## src/rtl/oam_dma_if.sv

```systemverilog
// OAM DMA bus bundle: CPU register port, source read port and OAM write port.
// The master modport is the DMA engine; the slave modport is the system-bus side.
interface oam_dma_if;
  logic [15:0] cpu_addr;
  logic        cpu_enable;
  logic        cpu_write;
  logic [7:0]  cpu_data_out;
  logic        reg_select;
  logic [7:0]  reg_data_out;
  logic        dma_active;
  logic        cpu_blocked;
  logic [15:0] dma_addr;
  logic        dma_read_enable;
  logic [7:0]  dma_read_data;
  logic [7:0]  oam_addr;
  logic        oam_write;
  logic [7:0]  oam_data;

  modport master (
    input  cpu_addr, cpu_enable, cpu_write, cpu_data_out, dma_read_data,
    output reg_select, reg_data_out, dma_active, cpu_blocked,
           dma_addr, dma_read_enable, oam_addr, oam_write, oam_data
  );

  modport slave (
    output cpu_addr, cpu_enable, cpu_write, cpu_data_out, dma_read_data,
    input  reg_select, reg_data_out, dma_active, cpu_blocked,
           dma_addr, dma_read_enable, oam_addr, oam_write, oam_data
  );
endinterface

```

## src/rtl/oam_dma.sv

```systemverilog
// DMG OAM DMA engine owning register 0xFF46; copies LENGTH bytes from {src_hi,8'h00} into OAM.
// Optional macro OAM_DMA_BUS_CONFLICT_EN drives cpu_blocked high during XFER.
module oam_dma #(
  parameter int unsigned CYCLES_PER_BYTE = 4,
  parameter int unsigned LENGTH          = 160
) (
  input  logic      clk,
  input  logic      reset_n,
  oam_dma_if.master bus
);
  localparam int unsigned PW = (CYCLES_PER_BYTE > 2) ? $clog2(CYCLES_PER_BYTE) : 1;
  localparam int unsigned IW = 9;
  localparam logic [PW-1:0] PH_LAST  = PW'(CYCLES_PER_BYTE - 1);
  localparam logic [IW-1:0] IDX_LAST = IW'(LENGTH - 1);
  localparam logic [15:0]   REG_ADDR = 16'hFF46;

  typedef enum logic [1:0] {S_IDLE, S_START, S_XFER} state_t;

  state_t          state_q, state_d;
  logic [PW-1:0]   phase_q, phase_d;
  logic [IW-1:0]   idx_q, idx_d;
  logic [7:0]      src_hi_q, src_hi_d;
  logic [7:0]      eff_hi_d;
  logic            trigger_c;
  logic            rd_en_d, wr_en_d;

  logic            dma_active_q;
  logic            rd_en_q;
  logic [15:0]     dma_addr_q;
  logic            wr_en_q;
  logic [7:0]      oam_addr_q;

  assign trigger_c = bus.cpu_enable && bus.cpu_write && (bus.cpu_addr == REG_ADDR);

  // Next-state: a trigger overrides everything, including the final phase of a byte.
  always_comb begin
    state_d  = state_q;
    phase_d  = phase_q;
    idx_d    = idx_q;
    src_hi_d = src_hi_q;
    unique case (state_q)
      S_IDLE: ;
      S_START: begin
        if (phase_q == PH_LAST) begin
          state_d = S_XFER;
          phase_d = '0;
          idx_d   = '0;
        end else begin
          phase_d = phase_q + PW'(1);
        end
      end
      S_XFER: begin
        if (phase_q == PH_LAST) begin
          phase_d = '0;
          idx_d   = idx_q + IW'(1);
          if (idx_q == IDX_LAST) state_d = S_IDLE;
        end else begin
          phase_d = phase_q + PW'(1);
        end
      end
      default: state_d = S_IDLE;
    endcase
    if (trigger_c) begin
      src_hi_d = bus.cpu_data_out;
      state_d  = S_START;
      phase_d  = '0;
      idx_d    = '0;
    end
  end

  // 0xE0-0xFF pages alias WRAM (echo region).
  assign eff_hi_d = (src_hi_d >= 8'hE0) ? (src_hi_d - 8'h20) : src_hi_d;
  assign rd_en_d  = (state_d == S_XFER) && (phase_d == PW'(0));
  assign wr_en_d  = (state_d == S_XFER) && (phase_d == PW'(1));

  // State plus outputs registered from the next-state values so they align with the state.
  always_ff @(posedge clk or negedge reset_n) begin
    if (!reset_n) begin
      state_q      <= S_IDLE;
      phase_q      <= '0;
      idx_q        <= '0;
      src_hi_q     <= 8'hFF;
      dma_active_q <= 1'b0;
      rd_en_q      <= 1'b0;
      dma_addr_q   <= '0;
      wr_en_q      <= 1'b0;
      oam_addr_q   <= '0;
    end else begin
      state_q      <= state_d;
      phase_q      <= phase_d;
      idx_q        <= idx_d;
      src_hi_q     <= src_hi_d;
      dma_active_q <= (state_d != S_IDLE);
      rd_en_q      <= rd_en_d;
      dma_addr_q   <= rd_en_d ? {eff_hi_d, idx_d[7:0]} : 16'h0000;
      wr_en_q      <= wr_en_d;
      oam_addr_q   <= wr_en_d ? idx_d[7:0] : 8'h00;
    end
  end

`ifdef OAM_DMA_BUS_CONFLICT_EN
  logic blocked_q;
  always_ff @(posedge clk or negedge reset_n) begin
    if (!reset_n) blocked_q <= 1'b0;
    else          blocked_q <= (state_d == S_XFER);
  end
  assign bus.cpu_blocked = blocked_q;
`else
  assign bus.cpu_blocked = 1'b0;
`endif

  assign bus.reg_select      = (bus.cpu_addr == REG_ADDR);
  assign bus.reg_data_out    = src_hi_q;
  assign bus.dma_active      = dma_active_q;
  assign bus.dma_read_enable = rd_en_q;
  assign bus.dma_addr        = dma_addr_q;
  assign bus.oam_write       = wr_en_q;
  assign bus.oam_addr        = oam_addr_q;
  // Source RAM data is valid during the write phase, so it passes straight through.
  assign bus.oam_data        = wr_en_q ? bus.dma_read_data : 8'h00;
endmodule

```

## src/flat_wrapper.sv

```systemverilog
// flat-port wrapper written by rule: the top's interface ports become plain ports
module oam_dma_flat 
#(
  parameter int unsigned CYCLES_PER_BYTE = 4,
  parameter int unsigned LENGTH          = 160
)
  (clk, reset_n, bus_cpu_addr, bus_cpu_enable, bus_cpu_write, bus_cpu_data_out, bus_dma_read_data, bus_reg_select, bus_reg_data_out, bus_dma_active, bus_cpu_blocked, bus_dma_addr, bus_dma_read_enable, bus_oam_addr, bus_oam_write, bus_oam_data);
  oam_dma_if bus_i ();
  input  logic clk;
  input  logic reset_n;
  input wire logic [$bits(bus_i.cpu_addr)-1:0] bus_cpu_addr;
  input wire logic [$bits(bus_i.cpu_enable)-1:0] bus_cpu_enable;
  input wire logic [$bits(bus_i.cpu_write)-1:0] bus_cpu_write;
  input wire logic [$bits(bus_i.cpu_data_out)-1:0] bus_cpu_data_out;
  input wire logic [$bits(bus_i.dma_read_data)-1:0] bus_dma_read_data;
  output wire logic [$bits(bus_i.reg_select)-1:0] bus_reg_select;
  output wire logic [$bits(bus_i.reg_data_out)-1:0] bus_reg_data_out;
  output wire logic [$bits(bus_i.dma_active)-1:0] bus_dma_active;
  output wire logic [$bits(bus_i.cpu_blocked)-1:0] bus_cpu_blocked;
  output wire logic [$bits(bus_i.dma_addr)-1:0] bus_dma_addr;
  output wire logic [$bits(bus_i.dma_read_enable)-1:0] bus_dma_read_enable;
  output wire logic [$bits(bus_i.oam_addr)-1:0] bus_oam_addr;
  output wire logic [$bits(bus_i.oam_write)-1:0] bus_oam_write;
  output wire logic [$bits(bus_i.oam_data)-1:0] bus_oam_data;
  assign bus_i.cpu_addr = bus_cpu_addr;
  assign bus_i.cpu_enable = bus_cpu_enable;
  assign bus_i.cpu_write = bus_cpu_write;
  assign bus_i.cpu_data_out = bus_cpu_data_out;
  assign bus_i.dma_read_data = bus_dma_read_data;
  assign bus_reg_select = bus_i.reg_select;
  assign bus_reg_data_out = bus_i.reg_data_out;
  assign bus_dma_active = bus_i.dma_active;
  assign bus_cpu_blocked = bus_i.cpu_blocked;
  assign bus_dma_addr = bus_i.dma_addr;
  assign bus_dma_read_enable = bus_i.dma_read_enable;
  assign bus_oam_addr = bus_i.oam_addr;
  assign bus_oam_write = bus_i.oam_write;
  assign bus_oam_data = bus_i.oam_data;
  oam_dma #(.CYCLES_PER_BYTE(CYCLES_PER_BYTE), .LENGTH(LENGTH)) u_core (.clk(clk), .reset_n(reset_n), .bus(bus_i));
endmodule
```

## config.mk

```make
export PLATFORM = sky130hd
export DESIGN_NAME = oam_dma_flat
export DESIGN_NICKNAME = d
export VERILOG_FILES = /design/src/rtl/oam_dma_if.sv /design/src/rtl/oam_dma.sv /design/src/flat_wrapper.sv
export SDC_FILE = /design/constraint.sdc
export NUM_CORES = 1
export LEC_CHECK = 0
export ABC_AREA = 1
export BUFFER_PORTS_ARGS = -buffer_cell sky130_fd_sc_hd__buf_2
export CAP_MARGIN = 20
export CELL_PAD_IN_SITES_DETAIL_PLACEMENT = 0
export CELL_PAD_IN_SITES_GLOBAL_PLACEMENT = 2
export CORE_MARGIN = 1
export CORE_UTILIZATION = 30
export CTS_CLUSTER_SIZE = 30
export DETAILED_ROUTE_END_ITERATION = 16
export PLACE_DENSITY = 0.89
export SYNTH_ARGS = -nofsm -noshare
export SYNTH_HDL_FRONTEND = slang
export SYNTH_SLANG_ARGS = --single-unit
```

## constraint.sdc

```tcl
create_clock -name clk -period 4.96 [get_ports clk]
set_input_delay 0.248 -clock clk [delete_from_list [all_inputs] [get_ports clk]]
set_output_delay 0.248 -clock clk [all_outputs]
set_load 0.1 [all_outputs]
```

==> summary.md, run 1 <==
| Metric | Value |
|---|---|
| Status | `completed` |
| Clk_lat worst skew | `300 ps` |
| First-pass GRT wire length | `8.65 mm` |
| Die height | `92.6 microns` |
| Largest fanout on the critical path | `15` |
| WS Path Type | `flop to flop` |
| Hpwl dp | `3.94 mm` |
| Final period util | `0.404` |
| CP Capture Type | `flop` |
| Final Non-Filler Cells | `490` |
| Setup crit start kind | `flop` |
| Synth Area in Simple Gates | `0.310` |
| Mapped Area | `2460 sq um` |
| Initial Util | `0.314` |
| Compound-Gate Fraction of Synth Area | `0.0412` |
| Maximum vdd drop | `0.118 mV` |
| Clock slew at reported path FFs | `90 ps` |
| Mapped Nets | `347` |
| Max-cap violation count | `0` |
| Final setup fails | `0` |
| Final hold vios | `0` |
| Total placed cells including tap cells | `480` |
| Synth Area in Adders | `0.0407` |
| GRT busiest layer | `met2` |
| Vias in the first global route | `1956` |
| Largest net degree at the start of global routing | `49` |
| Post-synthesis mux area share | `0.00407` |
| Measured slew at the worst slew-check pin | `510 ps` |
| Data required time of the critical path | `5140 ps` |
| Syn avg cell area | `8.13 sq um` |
| Leakage | `1.86 nW` |
| Max stage delay cell, worst path | `ha_1` |
| Share of synthesized registers carrying an async set or reset | `1.00` |
| GR Overflow Total | `0` |
| Commonest register cell after synthesis | `dfrtp_1` |
| Antenna violations before repair | `0` |
| CTS tree | `built` |
| Synth Instances | `303` |
| Overall global routing resource usage | `0.128` |
| Synth area leaders | `dfrtp_1, nand2_1, inv_1` |
| Layout cell share with drive strength beyond 1 | `0.335` |
| # port buffers | `79` |
| Clock sink total | `48` |
| Max Clk Rate | `499 MHz` |
| Crit path cell chain | `inv_1 > ha_1 > nand2_2 > o21ai_0 > a21oi_1 > nand2_1 > inv_2 > nor2_8 > nand2_4 > nor2_1` |
| Number of enable flip-flop cells after synthesis | `0` |
| I/O Pins | `81` |
| CTS buffer count | `5` |
| Fillcell total | `851` |
| WP data arrival | `2190 ps` |
| Total power | `999 uW` |
| Vias per inst | `4.20` |
| Final estimated routing congestion in global placement | `0.745` |
| Synth Warn # | `0` |
| Worst relative slew slack | `0.660` |
| Storage cell area | `1210 sq um` |
| Syn-to-layout area delta | `24.9%` |
| Worst Hold Class | `input port to flop` |
| Synthesis-stage register bit count | `48` |
| Fin crit period | `2000 ps` |
| Postcts setup bufs | `0` |
| Core ar. | `7850 sq um` |
| Number of DRC markers in iteration 0 | `48` |
| Clock root cell | `clkbuf_8` |
| Layout Skew | `7.14 ps` |
| RSZ-0062 raised after global routing | `no` |
| Vias after detailed routing | `2056` |
| Die X | `92.6 microns` |
| Commonest cells post-synth | `nand2_1, inv_1, nor2_1` |
| Max Transition Viols Final | `0` |
| Fin Setup TNS | `0 ps` |
| GRT met2 Usage | `0.217` |
| Largest family of logic cells by synthesized area | `simple AND/OR/NAND/NOR gates` |
| Die area | `8570 sq um` |
| Multi-input gate area | `987 sq um` |
| DRC viols | `0` |
| Final WL | `5.07 mm` |
| Pwr dens | `325 nW/um^2` |
| Post-Synth XOR/XNOR Area | `0.00356` |
| CTS H-Tree Depth | `2` |
| Diode count | `0` |
| Final ANT Viol Nets | `0` |
| Clk buf depth | `2` |
| Post-synth top area share | `0.407` |
| Global Route met3 Usage | `0.0287` |
| Slowest Stage Delay on Critical Path | `430 ps` |
| Largest area contributor in the synthesized netlist | `dfrtp_1` |
| Wirelength per Cell | `10.3 microns` |
| Synth unique cells | `31` |
| Seq/Total Area, Yosys | `0.492` |
| GR Util met1 | `0.161` |
| Core Rows | `32` |
| DRT Pass-1 Iters | `4` |
| Top-count cell post-synth | `nand2_1` |
| NumNets Final | `431` |
report_power, final:
part	total (mW)	internal (mW)	switching (mW)
Clock	0.228	0.0984	0.130
Combinational	0.334	0.0848	0.249
Sequential	0.437	0.417	0.0202
path summary, 6_finish.rpt:
path	startpoint	to	slack, ps	cells after the start
max	u_core.state_q[0]	u_core.bus.dma_addr[7]	2960	10
min	bus_cpu_data_out[0]	u_core.bus.reg_data_out[0]	210	3
max reg2reg	u_core.state_q[0]	u_core.bus.dma_addr[7]	2960	10
min reg2reg	u_core.bus.reg_data_out[6]	u_core.bus.reg_data_out[6]	540	2
max in group asynchronous	reset_n	u_core.bus.reg_data_out[5]	3920	3
min in group asynchronous	reset_n	u_core.bus.dma_addr[7]	450	2
cell usage in the layout (no fill, tap or decap):
| cell type | netlist | final |
|---|---|---|
| nand2_2 | 3 | 3 |
| nor2_4 | 5 | 5 |
| a21oi_1 | 5 | 5 |
| dlygate4sd3_1 | 0 | 1 |
| o21bai_1 | 1 | 1 |
| dfrtp_1 | 40 | 40 |
| nor2_1 | 43 | 43 |
| ha_1 | 8 | 8 |
| conb_1 | 1 | 1 |
| inv_1 | 58 | 58 |
| buf_12 | 0 | 1 |
| nand3_4 | 1 | 1 |
| clkinv_4 | 0 | 1 |
| nand2_4 | 1 | 1 |
| nand3_2 | 3 | 3 |
| dfstp_2 | 8 | 8 |
| buf_2 | 1 | 79 |
| o21ai_0 | 9 | 9 |
| nand4_1 | 1 | 1 |
| clkbuf_8 | 0 | 5 |
| inv_2 | 5 | 5 |
| or2_2 | 7 | 7 |
| mux2i_1 | 1 | 1 |
| nor4_1 | 1 | 1 |
| nand3_1 | 16 | 16 |
| o211ai_1 | 2 | 2 |
| nor3_1 | 2 | 2 |
| nor2_8 | 1 | 1 |
| clkinv_2 | 0 | 2 |
| xor2_1 | 1 | 1 |
| o311ai_0 | 1 | 1 |
| nor2_2 | 8 | 8 |
| nand2_1 | 67 | 67 |
registers in the layout, indices dropped and copies added, names as in the netlist:
register,count
u_core.bus.dma_addr,16
u_core.idx_q,9
u_core.bus.oam_addr,8
u_core.bus.reg_data_out,8
u_core.phase_q,2
u_core.state_q,2
u_core.bus.dma_active,1
u_core.bus.dma_read_enable,1
u_core.bus.oam_write,1
per-layer routing:
metal	share of wire	vias up
met3	0.043	5
met2	0.49	45
met5	0	-
li1	-	1067
met1	0.46	939
met4	0.010	0
cells by family (layout without fill, tap and decap cells):
family | after synthesis | after routing
DFF | 48 | 48
xor gates and xnor gates | 1 | 1
AOI/OAI and AO/OA | 18 | 18
muxes | 1 | 1
buffers and inverters | 67 | 152
adders and majority gates | 8 | 8
other | 1 | 1
and+or+nand+nor | 159 | 159
what timing repair did:
| action | CTS | global route |
|---|---|---|
| hold buffers | 0 | 1 |
| resized for setup | 0 | 0 |
| hold endpoints to repair | 0 | 22 |
final cells by class:
class | instances | area share
well taps | 102 | 0.0415
multi-input cells | 188 | 0.321
flip-flops and latches | 48 | 0.394
inverters | 63 | 0.0769
clock inverters | 3 | 0.00610
clock buffers | 5 | 0.0224
repair buffers | 81 | 0.138
metrics by stage:
step	utilization	area (sq um)	hold slack, ps	setup WS, ps
detailed placement	0.377	2960	514	2970
floorplan	-	2460	-47.6	2720
CTS	0.388	3050	174	2950
finish	0.392	3080	208	2960
global route	0.392	3080	216	2800
global placement	0.377	2960	492	3020
worst max-delay path: cells and delay by family, from the launching register on:
family / cells / cell delay (ps)
compound gates: 2 / 220
buf+inv: 2 / 200
fa+ha+maj: 1 / 430
flops: 1 / 390
simple gates: 5 / 640
(Power assumes the default switching activity.)
==> run 2, diff against run 1 <==
--- a/config.mk
+++ b/config.mk
@@ -11,10 +11,10 @@
 export CELL_PAD_IN_SITES_DETAIL_PLACEMENT = 0
 export CELL_PAD_IN_SITES_GLOBAL_PLACEMENT = 2
 export CORE_MARGIN = 1
-export CORE_UTILIZATION = 30
+export CORE_UTILIZATION = 28
 export CTS_CLUSTER_SIZE = 30
 export DETAILED_ROUTE_END_ITERATION = 16
-export PLACE_DENSITY = 0.89
+export PLACE_DENSITY = 0.84
 export SYNTH_ARGS = -nofsm -noshare
 export SYNTH_HDL_FRONTEND = slang
 export SYNTH_SLANG_ARGS = --single-unit
==> constraint.sdc (replaced) <==
create_clock -name clk -period 1.9 [get_ports clk]
set_input_delay 0.095 -clock clk [delete_from_list [all_inputs] [get_ports clk]]
set_output_delay 0.095 -clock clk [all_outputs]
set_load 0.1 [all_outputs]
==> run 2 against run 1 <==
  * Combinational power rose to 3.1 times the previous value
  * Sequential power rose to 2.6 times the previous value
  * Register-to-register slack lost 2900 ps
  * Core utilization down 0.86 points
  * Setup slack worse by 2900 ps
  * Flip-flop and latch count unchanged
  * Via count did not move
  * Non-clock buffer count grew 9
==> summary.md, run 2 (synthesis gave the netlist of run 1 again) <==
| Metric | Value |
|---|---|
| Status | `completed` |
| I/O Pins | `81 (unchanged)` |
| Commonest non-fill, non-tap cell in the layout | `buf_2` |
| Vias per inst | `4.09 (-2.6%)` |
| Final period util | `0.968 (+0.564)` |
| CP most frequent cell | `buf_4` |
| Clk buf depth | `2 (unchanged)` |
| Crit Reg-Reg Startpoint | `u_core.state_q[0]` |
| Finished Core Util | `0.383 (-0.00856)` |
| RSZ-0062 raised after global routing | `no` |
| NumNets Final | `441 (+2.3%)` |
| Final hold vios | `0 (unchanged)` |
| Slowest Stage Delay on Critical Path | `380 ps (-50 ps)` |
| Clock root cell | `clkbuf_8` |
| DRC viols | `0 (unchanged)` |
| Number of flip-flops in the largest register | `16 (unchanged)` |
| Vias in the first global route | `2028 (+3.7%)` |
| Final estimated routing congestion in global placement | `0.780 (+4.7%)` |
| Max Transition Viols Final | `0 (unchanged)` |
| Crit path cell chain | `buf_4 > ha_1 > or2_2 > a21oi_1 > nor2_4 > buf_4 > nand2_4 > nor2_2` |
| Clock slew at reported path FFs | `90 ps (about the same)` |
| Setup crit start kind | `flop` |
| Antenna violations before repair | `0 (unchanged)` |
| Leakage | `1.90 nW (+1.9%)` |
| Worst Hold Class | `input port to flop` |
| R2R setup slack | `60 ps (-2900 ps)` |
| Syn-to-layout area delta | `30.5%` |
| Vias after detailed routing | `2056 (unchanged)` |
| Die X | `95.8 microns (+3.4%)` |
| Largest fanout on the critical path | `7 (-8)` |
| Number of DRC markers in iteration 0 | `34 (-29%)` |
| Worst relative slew slack | `0.577 (-0.0828)` |
| Final WL | `5.58 mm (+10%)` |
| Overall global routing resource usage | `0.129 (+0.000844)` |
| Maximum vdd drop | `0.299 mV (+150%)` |
| Hold Startpoint | `bus_cpu_data_out[0]` |
| Clk_lat worst skew | `300 ps (about the same)` |
| Max Clk Rate | `544 MHz (+8.9%)` |
| Wirelength per Cell | `11.1 microns (+7.3%)` |
| First-pass GRT wire length | `9.13 mm (+5.5%)` |
| Layout cell share with drive strength beyond 1 | `0.369 (+0.0343)` |
| Hpwl dp | `4.35 mm (+11%)` |
| Layout Skew | `3.30 ps (-3.84 ps)` |
| Core Rows | `33 (+3.1%)` |
| DRT Pass-1 Iters | `4 (unchanged)` |
| Delay-heaviest family, CP | `simple AND/OR/NAND/NOR gates` |
| CP Capture Type | `flop` |
| Crit path launch | `u_core.state_q[0]` |
| Measured slew at the worst slew-check pin | `634 ps (+124 ps)` |
| WS Path Type | `flop to flop` |
| Initial Util | `0.294 (-0.0200)` |
| CTS tree | `built` |
| Total power | `2.80 mW (+180%)` |
| CTS buffer count | `5 (unchanged)` |
| CTS H-Tree Depth | `2 (unchanged)` |
| Fillcell total | `893 (+4.9%)` |
| WP data arrival | `2030 ps (-160 ps)` |
| Largest net degree at the start of global routing | `30 (-39%)` |
| # port buffers | `79 (unchanged)` |
| Fin crit period | `1840 ps (-164 ps)` |
| Data required time of the critical path | `2090 ps (-3050 ps)` |
| Max stage delay cell, worst path | `dfrtp_1` |
| Final ANT Viol Nets | `0 (unchanged)` |
| GR Overflow Total | `0 (unchanged)` |
| Max-cap violation count | `0 (unchanged)` |
| Pwr dens | `872 nW/um^2 (+170%)` |
| Clock sink total | `48 (unchanged)` |
| Final setup fails | `0 (unchanged)` |
| Most frequent cells in the layout | `buf_2, nand2_1, inv_1, nor2_1, dfrtp_1` |
| Die height | `95.8 microns (+3.4%)` |
| Diode count | `0 (unchanged)` |
| Core ar. | `8380 sq um (+6.8%)` |
| CP Buf/Inv Count | `2 (unchanged)` |
| Die area | `9170 sq um (+7.0%)` |
run 2: cell types whose count changed in the layout (fill, tap and decap cells not counted), moves of 2 or more:
cell	change
clkinv_2	-2
ha_1	-4
ha_4	+2
buf_4	+10
clkinvlp_4	+2
ha_2	+2
run 2: timing repair:
| action | CTS | global route |
|---|---|---|
| hold buffers | 1 | 0 |
| pin swaps | 0 | 2 |
| setup buffers | 0 | 4 |
| resized for setup | 1 | 9 |
| cloned | 0 | 1 |
| hold endpoints to repair | 22 | 0 |
| endpoints found under the setup margin | 13 | 29 |
run 2: area by class of cell:
cell class	count	area [sq um]	area share
Tap cell	105	131	0.0409
Clock buffer	6	82.6	0.0257
Timing Repair Buffer	90	480	0.150
Sequential cell	48	1210	0.377
Multi-Input combinational cell	189	1050	0.328
Clock inverter	2	15.0	0.00467
Inverter	63	236	0.0736
run 2: power by group:
part | internal (mW) | switching [mW] | total [mW]
logic | 0.284 | 0.742 | 1.03
registers | 1.09 | 0.0466 | 1.14
clock network | 0.295 | 0.347 | 0.642
run 2: routing by layer:
metal / vias to the layer above / wire, microns / global-route usage
met5: - / 0 / 0
met4: 0 / 35 / 0.0299
met3: 4 / 261 / 0.0340
met2: 46 / 2700 / 0.219
met1: 916 / 2580 / 0.164
li1: 1090 / - / -
run 2: through the flow:
| stage | instance area (sq um) | worst slack (ps) | hold WS (ps) | std cells | TNS (ps) |
|---|---|---|---|---|---|
| 2_1_floorplan | 2470 | 158 | -201 | 303 | 0 |
| 3_3_place_gp | 3010 | 67.2 | 147 | 489 | 0 |
| 3_5_place_dp | 3010 | -29.2 | 152 | 489 | -117 |
| 4_1_cts | 3130 | 4.05 | 56.2 | 498 | 0 |
| 5_1_grt | 3210 | 6.98 | 53.9 | 503 | 0 |
| 6_report | 3210 | 60.5 | 56.6 | 503 | 0 |
run 2: path summary, 6_finish.rpt:
| path | to | depth (start not counted) |
|---|---|---|
| max in group asynchronous | u_core.bus.reg_data_out[7] | 3 |
| min in group asynchronous | u_core.idx_q[4] | 2 |
| worst max register to register | u_core.bus.dma_addr[1] | 8 |
| worst max-delay path | u_core.bus.dma_addr[1] | 8 |
| worst min register to register | u_core.bus.reg_data_out[6] | 2 |
| worst min-delay path | u_core.bus.reg_data_out[0] | 3 |
run 2: tightest hold or removal path, stage by stage:
cell,delay [ps]
buf_2,70
o21ai_0,100
inv_1,60
